File: src/rtl/rr_req_arbiter.sv
// Round-robin request arbiter: sticky pending bitmap per source, one-hot registered
// grant with valid/ready handshake, plus a saturating duplicate-request counter.

module rr_req_arbiter_lane (
    input  logic clk,
    input  logic rst,
    input  logic set,
    input  logic clr,
    input  logic mask,
    input  logic offered,
    output logic pend,
    output logic elig,
    output logic hit
);
    // Set wins over clear so a re-request during accept keeps the source pending.
    always_ff @(posedge clk) begin
        if (rst) pend <= 1'b0;
        else     pend <= (pend & ~clr) | set;
    end

    assign elig = pend & ~mask & ~offered;
    assign hit  = set & pend;
endmodule

module rr_req_arbiter #(
    parameter int NUMW = 4,
    parameter int BITW = 2**NUMW,
    parameter int CNTW = 8
) (
    input  logic            clk,
    input  logic            rst,
    input  logic [BITW-1:0] req_set,
    input  logic [BITW-1:0] req_mask,
    input  logic            gnt_rdy,
    output logic            gnt_vld,
    output logic [BITW-1:0] gnt_map,
    output logic [BITW-1:0] pend,
    output logic [CNTW-1:0] dup_cnt
);
    localparam logic [0:0] IDLE  = 1'b0;
    localparam logic [0:0] OFFER = 1'b1;
    localparam int SUMW = CNTW + NUMW + 1;
    localparam logic [SUMW-1:0] DUP_MAX = SUMW'((1 << CNTW) - 1);

    logic [0:0]      state;
    logic [NUMW-1:0] ptr, gnt_idx;
    logic            acc;
    logic [BITW-1:0] clr_map, offered, elig, hit;

    assign gnt_vld = (state == OFFER);
    assign acc     = gnt_vld & gnt_rdy;
    assign clr_map = acc ? gnt_map : '0;
    assign offered = gnt_vld ? gnt_map : '0;

    for (genvar i = 0; i < BITW; i++) begin : g_lane
        rr_req_arbiter_lane u_lane (
            .clk    (clk),
            .rst    (rst),
            .set    (req_set[i]),
            .clr    (clr_map[i]),
            .mask   (req_mask[i]),
            .offered(offered[i]),
            .pend   (pend[i]),
            .elig   (elig[i]),
            .hit    (hit[i])
        );
    end

    logic [NUMW:0]   hit_cnt;
    logic [SUMW-1:0] dup_sum;
    logic [CNTW-1:0] dup_nxt;

    always_comb begin
        hit_cnt = '0;
        for (int i = 0; i < BITW; i++) hit_cnt = hit_cnt + (NUMW+1)'(hit[i]);
        dup_sum = SUMW'(dup_cnt) + SUMW'(hit_cnt);
        dup_nxt = (dup_sum > DUP_MAX) ? DUP_MAX[CNTW-1:0] : dup_sum[CNTW-1:0];
    end

    // On accept the scan already starts past the granted index, enabling back-to-back grants.
    logic [NUMW-1:0]   base, off, sel_idx;
    logic [2*BITW-1:0] dbl;
    logic [BITW-1:0]   rot, sel_map;
    logic              found, any_elig;

    assign base     = acc ? gnt_idx + NUMW'(1) : ptr;
    assign dbl      = {elig, elig} >> base;
    assign rot      = dbl[BITW-1:0];
    assign any_elig = |elig;

    always_comb begin
        found = 1'b0;
        off   = '0;
        for (int i = 0; i < BITW; i++) begin
            if (!found && rot[i]) begin
                found = 1'b1;
                off   = NUMW'(i);
            end
        end
        sel_idx = base + off;
        sel_map = BITW'(1) << sel_idx;
    end

    always_ff @(posedge clk) begin
        if (rst) begin
            state   <= IDLE;
            gnt_map <= '0;
            gnt_idx <= '0;
            ptr     <= '0;
            dup_cnt <= '0;
        end else begin
            dup_cnt <= dup_nxt;
            if (state == IDLE) begin
                if (any_elig) begin
                    state   <= OFFER;
                    gnt_map <= sel_map;
                    gnt_idx <= sel_idx;
                end
            end else if (gnt_rdy) begin
                ptr <= gnt_idx + NUMW'(1);
                if (any_elig) begin
                    gnt_map <= sel_map;
                    gnt_idx <= sel_idx;
                end else begin
                    state   <= IDLE;
                    gnt_map <= '0;
                end
            end
        end
    end
endmodule

File: config.mk
export PLATFORM = sky130hd
export DESIGN_NAME = rr_req_arbiter
export DESIGN_NICKNAME = d
export VERILOG_FILES = /design/src/rtl/rr_req_arbiter.sv
export SDC_FILE = /design/constraint.sdc
export NUM_CORES = 1
export LEC_CHECK = 0
export CAP_MARGIN = 20
export CORE_ASPECT_RATIO = 0.9
export CORE_MARGIN = 3
export CORE_UTILIZATION = 50
export CTS_CLUSTER_SIZE = 20
export DETAILED_ROUTE_END_ITERATION = 16
export PLACE_DENSITY = 0.76
export SYNTH_ARGS = -nofsm -noshare
export SYNTH_HDL_FRONTEND = slang
export SYNTH_HIERARCHICAL = 1
export SYNTH_SLANG_ARGS = --single-unit
File: constraint.sdc
create_clock -name clk -period 15.09 [get_ports clk]
set_clock_uncertainty 0.05 [all_clocks]
set_input_delay 3.018 -clock clk [delete_from_list [all_inputs] [get_ports clk]]
set_output_delay 3.018 -clock clk [all_outputs]
set_load 0.02 [all_outputs]
==> results.sh <==
export IMPL_outcome="complete, no violations"
export IMPL_end_kind="flip-flop"
export IMPL_leakagePower_nw=2.28
export IMPL_htree_levels=2
export IMPL_num_nets_final=646
export IMPL_cts_buffers=5
export IMPL_die_x_microns=105
export IMPL_yosysWarnings=6
export IMPL_core_sq_um=8610
export IMPL_grt_overflow=0
export IMPL_syn_nets=581
export IMPL_netlist_instances=521
export IMPL_dp_hpwl_mm=10.0
export IMPL_grt_max_degree=54
export IMPL_start_kind="input pin"
export IMPL_wl_mm=13.2
export IMPL_cp_arrival_ns=8.55
export IMPL_worst_pin_slew_ns=1.11
export IMPL_synth_enable_flop_cells=0
export IMPL_postCtsHoldBufs=0
export IMPL_ys_types=61
export IMPL_netlist_area_sq_um=4450
export IMPL_max_slew_margin_rel=0.256
export IMPL_fp_dieH_microns=95.5
export IMPL_portBuffers=75
export IMPL_cts_buffer_depth=2
export IMPL_cts_root_buf="clkbuf_8"
export IMPL_post_cts_resized=0
export IMPL_syn_to_final_growth_pct=21.1
export IMPL_start_util=0.517
export IMPL_grt_pass1_wl_mm=21.2
export IMPL_synth_seq_area_share=0.220
export IMPL_gr_usage_all_layers=0.264
export IMPL_ys_ff_latch=49
export IMPL_async_reset_ff_frac=0
export IMPL_final_period_utilization=0.553
export IMPL_rows=32
export IMPL_ir_drop_v=0.0000884
export IMPL_synth_common_cells="49 x dfxtp_1, 39 x inv_1, 33 x and2_1, 33 x mux2i_1, 30 x nor2_1"
export IMPL_synth_top_area_share=0.220
export IMPL_ys_top_cells_by_area="dfxtp_1 22%, mux2i_1 7.4%, fa_1 5.8%"
export IMPL_cts_sinks=49
export IMPL_synth_area_per_cell_sq_um=8.54
export IMPL_via_per_inst=5.94
export IMPL_antenna_found_initial=0
export IMPL_final_antenna_net_count=0
export IMPL_drive_above_1_share=0.121
export IMPL_yosysTopAreaCell="dfxtp_1"
export IMPL_first_global_vias=3936
export IMPL_path_class="in -> reg"
export IMPL_fin_tns_setup_ns=0
export IMPL_first_pass_iters=5
export IMPL_cts_setup_buffers=0
export IMPL_maxSlewViolCount=0
export IMPL_min_path_type="reg -> reg"
export IMPL_finalHoldViolCount=0
export IMPL_setup_viol=0
export IMPL_drt_iter0_markers=390
export IMPL_vias=4193
export IMPL_cts_tree="done"
export IMPL_utilization=0.626
export IMPL_dieArea_sq_um=10100
export IMPL_insertedDiodeCount=0
export IMPL_rsz0062_at_grt="false"
export IMPL_synth_ff_type="dfxtp_1"
export IMPL_crit_required_ns=15.29
export IMPL_max_freq_mhz=120
export IMPL_drc=0
export IMPL_yosysMostFrequentCell="dfxtp_1"
export IMPL_power_density_nw_per_um2=140
export IMPL_pin_count=76
export IMPL_worstPathMaxFanout=36
export IMPL_drv_cap=0
export IMPL_insertion_delay_ns=0.31
export IMPL_period_needed_ns=8.35
export IMPL_avgRoutedWirePerCell_microns=18.7
export IMPL_clk_pin_slew_ns=0.10
export IMPL_gp_congestion=0.993
## area by class of cell
class | count | area (sq um)
fill | 756 | 3220
multi-input combinational | 404 | 3180
sequential | 49 | 981
timing repair buffer | 84 | 813
inverter | 42 | 159
tap | 119 | 149
clock buffer | 6 | 82.6
clock inverter | 2 | 17.5
## layer usage
layer | track usage | wire length (microns) | up-vias | part of all wire
li1 | - | - | 1991 | -
met1 | 0.389 | 6200 | 1993 | 0.47
met2 | 0.405 | 5650 | 194 | 0.43
met3 | 0.0501 | 1200 | 15 | 0.091
met4 | 0.0481 | 122 | 0 | 0.0093
met5 | 0 | 0 | - | 0
## cell families after synthesis
family | after synthesis | synth area share
buf+inv | 68 | 0.0650
flops | 49 | 0.220
simple gates | 196 | 0.253
compound gates | 121 | 0.198
xor+xnor | 8 | 0.0191
mux | 54 | 0.153
fa+ha+maj | 25 | 0.0922
## layout by cell type (no fill, tap or decap), types with 16 or more instances in the layout
cell,instances
dfxtp_1,49
inv_1,39
nor2_1,30
nand2b_1,24
mux2i_1,33
and3_1,23
clkdlybuf4s50_1,74
and2_1,33
nor3b_1,16
a21oi_2,17
a21oi_1,26
nand2_1,24
## through the flow
| step | setup slack (ns) | total power, mW | cells | hold WS, ns | area [sq um] |
|---|---|---|---|---|---|
| after floorplan | 8.12 | 0.526 | 521 | 0.404 | 4450 |
| after global placement | 6.65 | 0.654 | 697 | 0.418 | 5280 |
| after detailed placement | 6.48 | 0.661 | 697 | 0.433 | 5280 |
| after CTS | 6.78 | 0.750 | 705 | 0.446 | 5380 |
| after global routing | 6.36 | 0.811 | 706 | 0.475 | 5390 |
| final | 6.74 | 0.752 | 706 | 0.439 | 5390 |
## final timing paths
path,depth (start not counted),end,from,slack (ns)
worst min register to register,2,gnt_idx[1]$_SDFFE_PP0P_,gnt_idx[1]$_SDFFE_PP0P_,0.44
worst max-delay path,17,gnt_map[11]$_SDFFE_PP0P_,gnt_rdy,6.74
worst min-delay path,2,gnt_idx[1]$_SDFFE_PP0P_,gnt_idx[1]$_SDFFE_PP0P_,0.44
worst max register to register,16,gnt_map[11]$_SDFFE_PP0P_,gnt_idx[0]$_SDFFE_PP0P_,9.23
## power breakdown
part	internal, mW	leakage (nW)	total (mW)	switching [mW]
sequential	0.156	0.403	0.184	0.0276
combinational	0.207	1.82	0.481	0.274
clock	0.0382	0.0518	0.0871	0.0489
total	0.401	2.28	0.752	0.351
## sequential cells by signal, indices dropped and copies added (netlist names)
signal / cells
gnt_idx: 4
g_lane.u_lane/pend: 16
ptr: 4
dup_cnt: 8
gnt_vld: 1
gnt_map: 16
## critical path, stage by stage
cell,delay (ns)
clkdlybuf4s50_1,0.48
buf_4,0.34
and2_1,0.42
a21o_1,0.54
clkinv_2,0.33
mux2i_1,0.37
mux4_2,0.35
or2_1,0.18
nor2b_1,0.20
nor2_1,0.06
o311ai_0,0.51
ha_1,0.34
a21o_1,0.15
a21oi_1,0.17
xnor2_1,0.12
xnor2_2,0.66
a32o_1,0.27
No activity file was read; power rests on OpenSTA's default activity.
